--- config.mk ---
export PLATFORM = sky130hd
export DESIGN_NAME = lab2_calc_seq
export DESIGN_NICKNAME = d
export VERILOG_FILES = /design/src/rtl/lab2_calc_pkg.sv /design/src/rtl/lab2_tx_hold.sv /design/src/rtl/lab2_calc_seq.sv
export SDC_FILE = /design/constraint.sdc
export NUM_CORES = 1
export LEC_CHECK = 0
export CAP_MARGIN = 15
export CORE_MARGIN = 3
export CORE_UTILIZATION = 38
export DETAILED_ROUTE_END_ITERATION = 16
export MAX_ROUTING_LAYER = met4
export PLACE_DENSITY_LB_ADDON = 0.1
export SLEW_MARGIN = 10
export SYNTH_ARGS = -nofsm -noshare
export SYNTH_HDL_FRONTEND = slang
export SYNTH_SLANG_ARGS = --single-unit
--- constraint.sdc ---
create_clock -name i_clk_in -period 2.6 [get_ports i_clk_in]
set_clock_uncertainty 0.15 [all_clocks]
set_input_delay 0.78 -clock i_clk_in [delete_from_list [all_inputs] [get_ports i_clk_in]]
set_output_delay 0.78 -clock i_clk_in [all_outputs]
set_load 0.005 [all_outputs]
--- src/rtl/lab2_calc_pkg.sv ---
// Shared types, character constants and classifiers for the calculator sequencer.
`timescale 1ns/1ps
package lab2_calc_pkg;

  typedef enum logic [2:0] {
    S_IDLE   = 3'd0,
    S_GET_A  = 3'd1,
    S_GET_OP = 3'd2,
    S_GET_B  = 3'd3,
    S_LAUNCH = 3'd4,
    S_WAIT   = 3'd5,
    S_ERR    = 3'd6,
    S_SEND   = 3'd7
  } state_e;

  localparam logic [7:0] CH_PLUS  = 8'h2B;
  localparam logic [7:0] CH_MINUS = 8'h2D;
  localparam logic [7:0] CH_SPACE = 8'h20;

  // Digits and lowercase a-f only; the datapath does not decode uppercase.
  function automatic logic is_hex(input logic [7:0] c);
    return ((c >= 8'h30) && (c <= 8'h39)) || ((c >= 8'h61) && (c <= 8'h66));
  endfunction

  function automatic logic is_op(input logic [7:0] c);
    return (c == CH_PLUS) || (c == CH_MINUS);
  endfunction

endpackage

--- src/rtl/lab2_tx_hold.sv ---
// TX output register: holds a character with valid high until the sink takes it.
`timescale 1ns/1ps
module lab2_tx_hold (
  input  logic       clk_i,
  input  logic       rst_ni,
  input  logic       load_i,
  input  logic [7:0] data_i,
  input  logic       tx_rdy_i,
  output logic [7:0] tx_data_o,
  output logic       tx_vld_o
);

  logic [7:0] data_q;
  logic       vld_q;

  // Load wins over a transfer; data stays frozen while valid is pending.
  always_ff @(posedge clk_i or negedge rst_ni) begin
    if (!rst_ni) begin
      data_q <= 8'h00;
      vld_q  <= 1'b0;
    end else if (load_i) begin
      data_q <= data_i;
      vld_q  <= 1'b1;
    end else if (vld_q && tx_rdy_i) begin
      vld_q  <= 1'b0;
    end
  end

  assign tx_data_o = data_q;
  assign tx_vld_o  = vld_q;

endmodule

--- src/rtl/lab2_calc_seq.sv ---
// Sequencer: parses "<hex><op><hex>" from RX, launches one adder transaction,
// returns the adder's ASCII result (or an error character) on TX.
//
// state    | meaning
// S_IDLE   | one cycle after reset before accepting input
// S_GET_A  | waiting for operand A (hex)
// S_GET_OP | waiting for '+' or '-'
// S_GET_B  | waiting for operand B (hex)
// S_LAUNCH | launch pulse to datapath, timeout counter cleared
// S_WAIT   | waiting for datapath ready pulse or timeout
// S_ERR    | queue error character
// S_SEND   | holding TX character until sink accepts
`timescale 1ns/1ps
module lab2_calc_seq
  import lab2_calc_pkg::*;
#(
  parameter int unsigned RDY_TIMEOUT = 15,
  parameter logic [7:0]  ERR_CHAR    = 8'h3F
) (
  input  logic       i_clk_in,
  input  logic       i_rst_n,
  input  logic [7:0] i_rx_data,
  input  logic       i_rx_vld,
  output logic       o_rx_rdy,
  output logic [7:0] o_r1,
  output logic [7:0] o_r2,
  output logic       o_substract_signal,
  output logic       o_data_rdy,
  input  logic [7:0] i_adder_data,
  input  logic       i_adder_rdy,
  output logic [7:0] o_tx_data,
  output logic       o_tx_vld,
  input  logic       i_tx_rdy,
  output logic       o_busy,
  output logic       o_err
);

  localparam int unsigned      CNT_W    = $clog2(RDY_TIMEOUT + 1);
  localparam logic [CNT_W-1:0] CNT_LAST = CNT_W'(RDY_TIMEOUT - 1);

  state_e           state_q;
  logic [7:0]       r1_q, r2_q;
  logic             sub_q, data_rdy_q, err_q;
  logic [CNT_W-1:0] cnt_q;
  logic             tx_load_d;
  logic [7:0]       tx_char_d;

  // Decodes of the state register only.
  assign o_rx_rdy = (state_q == S_GET_A) || (state_q == S_GET_OP) || (state_q == S_GET_B);
  assign o_busy   = (state_q == S_LAUNCH) || (state_q == S_WAIT) || (state_q == S_SEND);

  // Select what gets loaded into the TX holding register this cycle.
  always_comb begin
    tx_load_d = 1'b0;
    tx_char_d = ERR_CHAR;
    if ((state_q == S_WAIT) && i_adder_rdy) begin
      tx_load_d = 1'b1;
      tx_char_d = i_adder_data;
    end else if (state_q == S_ERR) begin
      tx_load_d = 1'b1;
    end
  end

  // Main sequencing FSM with registered operand/strobe outputs.
  always_ff @(posedge i_clk_in or negedge i_rst_n) begin
    if (!i_rst_n) begin
      state_q    <= S_IDLE;
      r1_q       <= 8'h00;
      r2_q       <= 8'h00;
      sub_q      <= 1'b0;
      data_rdy_q <= 1'b0;
      err_q      <= 1'b0;
      cnt_q      <= '0;
    end else begin
      data_rdy_q <= 1'b0;
      err_q      <= 1'b0;
      unique case (state_q)
        S_IDLE: state_q <= S_GET_A;
        S_GET_A: begin
          if (i_rx_vld && (i_rx_data != CH_SPACE)) begin
            if (is_hex(i_rx_data)) begin
              r1_q    <= i_rx_data;
              state_q <= S_GET_OP;
            end else begin
              state_q <= S_ERR;
            end
          end
        end
        S_GET_OP: begin
          if (i_rx_vld && (i_rx_data != CH_SPACE)) begin
            if (is_op(i_rx_data)) begin
              sub_q   <= (i_rx_data == CH_MINUS);
              state_q <= S_GET_B;
            end else begin
              state_q <= S_ERR;
            end
          end
        end
        S_GET_B: begin
          if (i_rx_vld && (i_rx_data != CH_SPACE)) begin
            if (is_hex(i_rx_data)) begin
              r2_q       <= i_rx_data;
              data_rdy_q <= 1'b1;
              state_q    <= S_LAUNCH;
            end else begin
              state_q <= S_ERR;
            end
          end
        end
        S_LAUNCH: begin
          cnt_q   <= '0;
          state_q <= S_WAIT;
        end
        S_WAIT: begin
          cnt_q <= cnt_q + 1'b1;
          // A ready pulse on the final cycle still beats the timeout.
          if (i_adder_rdy) begin
            state_q <= S_SEND;
          end else if (cnt_q == CNT_LAST) begin
            state_q <= S_ERR;
          end
        end
        S_ERR: begin
          err_q   <= 1'b1;
          state_q <= S_SEND;
        end
        S_SEND: begin
          if (o_tx_vld && i_tx_rdy) begin
            state_q <= S_GET_A;
          end
        end
        default: state_q <= S_IDLE;
      endcase
    end
  end

  assign o_r1               = r1_q;
  assign o_r2               = r2_q;
  assign o_substract_signal = sub_q;
  assign o_data_rdy         = data_rdy_q;
  assign o_err              = err_q;

  lab2_tx_hold u_tx_hold (
    .clk_i     (i_clk_in),
    .rst_ni    (i_rst_n),
    .load_i    (tx_load_d),
    .data_i    (tx_char_d),
    .tx_rdy_i  (i_tx_rdy),
    .tx_data_o (o_tx_data),
    .tx_vld_o  (o_tx_vld)
  );

endmodule
# After elaboration in Yosys (flattened, before gate mapping)
# Index checks and enable logic that the tools add are counted.
# Widths: inputs -> output; s select.
# totals
ff_bits	35
wordCells	67
input_bits	21
# op_classes
n_reduce_logical	18
order_cmp	4
addsub	1
mux	19
n_eq_ne	16
# op_table
operator	count
$mux 3	8
$pmux 3 s8	1
$eq 8x6->1 const B	2
$eq 3x3->1 const B	4
$reduce_and 3->1	3
$ge 8x6->1 const B	1
$ge 8x7->1 const B	1
$le 8x6->1 const B	1
$le 8x7->1 const B	1
$mux 8	1
$ne 2x1->1 const B	4
$ne 8x6->1 const B	1
$pmux 4 s2	1
$mux 1	7
$eq 3x2->1 const B	2
$logic_or 1x1->1	6
$logic_and 1x1->1	5
$reduce_and 5->1	1
$add 4x1->4 const B	1
$eq 4x4->1 const B	1
$reduce_bool 2->1	2
$eq 3x1->1 const B	1
$logic_not 3->1	1
$ne 3x2->1 const B	1
$mux 2	1

# Logic depth before layout (Yosys ltp)
# logic_depth
ltp_word	6
ltp_mapped	7

# Cells and area by module
# From an unflattened synthesis, not the netlist that was laid out.
# unflattened
cells_unflattened	144
hier_area_um2	1709.1
# by_module_without_submodules
mod	area_per_inst_um2	seq_area_each_um2	instances	cells_each
lab2_calc_seq	1340.0	650.6	1	124
lab2_tx_hold	369.1	225.2	1	20

# Worst setup path before layout
# Ideal clock, no wire load.
# synth_timing
path_kind	input port to flip-flop
start	in i_rx_data[1]
end	reg r2_q[0] (netlist: o_r2[0])
stages	7
n_path_buf	2
arrival_time_ns	2.277
path_slack_ns	0.048
path_cell_list	buf_6 or2_1 a21oi_1 nor2_1 or4_1 buf_6 mux2_4
# synth_via
elab_chain_cells	4
# synth_lines
element	line_no	text
from (decl)	lab2_calc_seq.sv:22	input logic [7:0] i_rx_data,
$ge 8x6->1 (tied with other cells)	lab2_calc_pkg.sv:22	return ((c >= 8'h30) && (c <= 8'h39)) || ((c >= 8'h61) && (c <= 8'h66));
$logic_and 1x1->1	lab2_calc_pkg.sv:22	
$logic_or 1x1->1	lab2_calc_pkg.sv:22	
$reduce_and 3->1 (no line) (*)	--	
to (signal assigned)	lab2_calc_seq.sv:102	r2_q <= i_rx_data;
to (decl)	lab2_calc_seq.sv:42	logic [7:0] r1_q, r2_q;
# Every way passes the cells marked *; elsewhere a longest branch is shown, timed or not.
# A chain may end at the register's enable or synchronous reset.

# Worst setup path in the final report
# layout_timing
start	in i_rx_data[3]
end	reg r1_q[3] (netlist: o_r1[3])
# layout_via
elab_chain_cells	4
# layout_lines
element	line_no	text
$ge 8x6->1 (tied with other cells)	lab2_calc_pkg.sv:22	
$logic_and 1x1->1	lab2_calc_pkg.sv:22	
$logic_or 1x1->1	lab2_calc_pkg.sv:22	
$reduce_and 3->1 (no line)	--	
to (signal assigned)	lab2_calc_seq.sv:82	r1_q <= i_rx_data;
to (decl)	lab2_calc_seq.sv:42	
# Parallel ways exist; a longest one is shown, timed or not.

==> flow_summary.yaml <==
layout:
  area_growth_pct: 45.41
  multiInputGateArea_um2: 742.0
  drive_gt1_share_pct: 18.18
  fill_cells: 356
  nets: 253
  ff_latch_area_um2: 877.1
  insertedDiodeCount: 0
  finalNonFillerCells: 281
  postLayoutCoreUtil_pct: 59.43
synth:
  synthesis.nets: 185
  synthMostInstantiatedCell: "dfrtp_1"
  synthCells: 162
  synth_warnings: 0
  synthDistinctLibCells: 33
  yosys_register_bits: 35
  synthFlopType: "dfrtp_1"
  synth_edf_count: 0
  yosys.area.top_type: "dfrtp_1"
  postSynth.asyncResetShare_pct: 100.0
  seq_area_frac_synth_pct: 51.36
  synth_area_per_cell_um2: 10.53
  synthesis.area_mm2: 0.001705
  synth_area_leaders: "dfrtp_1, mux2_4, nand2_1, nor2_1, a22o_1"
  ys_top_cells_by_count: "dfrtp_1, nand2_1, nor2_1"
  synth_top_area_share_pct: 51.36
clock_network:
  cts_tree: "done"
  clk_pin_slew_worst_paths_ns: 0.07
  cts.sinks: 35
  clk_latency_ns: 0.29
  numCtsBuffers: 5
  root_buffer: "clkbuf_8"
  htree_levels: 2
  hold_buffers: 0
  clock_path_buffers: 2
grt:
  antenna_found_initial: 0
  grt_pass1_wl_um: 6782
  grt_max_degree: 36
  grtUsageTotal_pct: 16.97
  grt.overflow.total: 0
  grt_pass1_vias: 1439
floorplan:
  start_util_pct: 40.87
  io_pins: 51
  die_area_mm2: 0.005328
  die_w_um: 72.99
  core_region_area_mm2: 0.004173
  rows: 23
  die_y_um: 72.99
power_and_ir_drop:
  pwr_density_cell_mw_per_mm2: 952.1
  ir_drop_uv: 513.4
  seq_power_share_pct: 37.0
  p_int_mw: 1.598
  p_clk_share_pct: 21.3
  power_frac_comb_pct: 41.7
  p_leak_nw: 1.162
  power.switching_mw: 0.7625
  swShare_pct: 32.30
worst_setup_path:
  critPathRequiredTime_ns: 2.62
  startpoint_type: "input pin"
  cp-startpoint: "i_rx_data[3]"
  criticalPathCategory: "in2reg"
  reg2reg_from: "state_q[2]$_DFFE_PN0P_"
  worstSetupEndpointType: "register"
  path_max_fanout: 8
  crit_arrival_ns: 2.54
routing:
  ant_nets: 0
  drcViolationCount: 0
  dr_wl_met3_um: 243
  wl_met2_um: 1974
  highest_layer: "met4"
  dr.pass1.iters: 4
  drt-total-wl_um: 4031
  drtIter0Drc: 58
  wirelength_met1_um: 1766
  wl_per_cell_um: 14.35
  avgViaCountPerCell: 5.238
  num_vias: 1472
hold_path:
  holdCritStartpoint: "o_r2[5]$_DFFE_PN0P_"
  min_path_type: "reg2reg"
place:
  gp_congestion: 0.7951
  dpl.cell_count: 272
  hpwl_um: 2964
  portBuffers: 50
timing:
  rsz0062_at_grt: "false"
  fmax_ghz: 0.3967
  final-hold-violation-count: 0
  tightest_slew_ns: 0.7831
  slew_violations: 0
  layout_min_cycle_time_ns: 2.521
  relSlewSlack_pct: 47.79
  timing.final.crit_share_pct: 96.95
  setup_violations: 0
run:
  cap_violations: 0
outcome:
  status: "completed"
layout by cell type, fill, tap and decap left out, drive strengths merged, types with 2 or more instances in the layout:
cell type      Yosys  routed
dfrtp             35      35
o22ai              6       6
buf                4      21
nand2             15      15
dlygate4sd2        0       4
nand3              7       7
and2               3       3
nor3               5       5
clkdlybuf4s50      0      44
nor2              14      14
ha                 2       2
or4                2       2
inv                8       8
a22o               6       6
nor4b              2       2
o21ai              6       6
o31ai              3       3
a21oi             10      10
nand2b             4       4
mux2i              2       2
clkbuf             5       6
mux2              11      11
final timing paths:
check | to | slack, ns | cells past startpoint
max in group asynchronous | state_q[0]$_DFFE_PN0P_ | 1.32 | 1
max reg2reg | o_r1[3]$_DFFE_PN0P_ | 0.50 | 6
max | o_r1[3]$_DFFE_PN0P_ | 0.08 | 7
min in group asynchronous | o_r1[0]$_DFFE_PN0P_ | 0.42 | 1
min | o_r2[5]$_DFFE_PN0P_ | 0.31 | 1
min reg2reg | o_r2[5]$_DFFE_PN0P_ | 0.31 | 1
registers in the layout, indices dropped and copies added (netlist names):
signal and count:
o_err 1, u_tx_hold.tx_vld_o 1, state_q 3, o_substract_signal 1, u_tx_hold.tx_data_o 8, cnt_q 4, o_data_rdy 1, o_r1 8
o_r2 8
critical path, cell delays in order:
cell	delay [ns]
clkdlybuf4s50_1	0.45
buf_4	0.17
a21oi_1	0.11
nor2_1	0.08
or4_1	0.49
buf_6	0.17
mux2_4	0.30
repair_timing:
| item | 4_1_cts | 5_1_grt |
|---|---|---|
| endpoints found under the setup margin | 11 | 12 |
| buffers inserted | 1 | 0 |
| gates cloned | 0 | 0 |
| pin swaps | 4 | 0 |
| resized for setup | 7 | 2 |
layout make-up:
cell class / instances / share of cell area (%)
Tap cell: 50 / 2.523
Inverter: 8 / 1.211
Multi-Input combinational cell: 110 / 29.92
Clock inverter: 2 / 1.413
Clock buffer: 6 / 3.330
Sequential cell: 35 / 35.37
Timing Repair Buffer: 70 / 26.24
metal layers:
layer	track usage, %	vias up
li1	-	708
met1	21.17	717
met2	27.11	41
met3	4.821	6
met4	4.303	0
met5	-	-
power groups by stage:
stage               sequential [mW]  clock, mW  combinational, mW
floorplan                     0.841          0              0.521
global placement              0.872          0              0.970
detailed placement            0.880          0              0.991
CTS                           0.876      0.522              0.996
global route                  0.905      0.548               1.08
finish                        0.875      0.502              0.984
per-stage QoR:
| stage | hold slack, ns | setup WS (ns) | area (um^2) | setup TNS, ns | total power, mW |
|---|---|---|---|---|---|
| 2_1_floorplan | 0.3066 | 0.04817 | 1705 | 0 | 1.362 |
| 3_3_place_gp | 0.3033 | -0.3897 | 2342 | -5.281 | 1.842 |
| 3_5_place_dp | 0.3042 | -0.4574 | 2342 | -6.339 | 1.871 |
| 4_1_cts | 0.3199 | 0.003796 | 2476 | 0 | 2.394 |
| 5_1_grt | 0.3501 | 0.04527 | 2480 | 0 | 2.536 |
| 6_report | 0.3123 | 0.07941 | 2480 | 0 | 2.361 |
logic make-up after synthesis:
logic type      Yosys count  synth area share [%]
xor+xnor                  1                0.5137
flops                    35                 51.36
fa+ha+maj                 2                 1.467
simple gates             59                 17.24
compound gates           35                 13.28
buf+inv                  17                 5.503
mux                      13                 10.64
(Power assumes the default switching activity.)
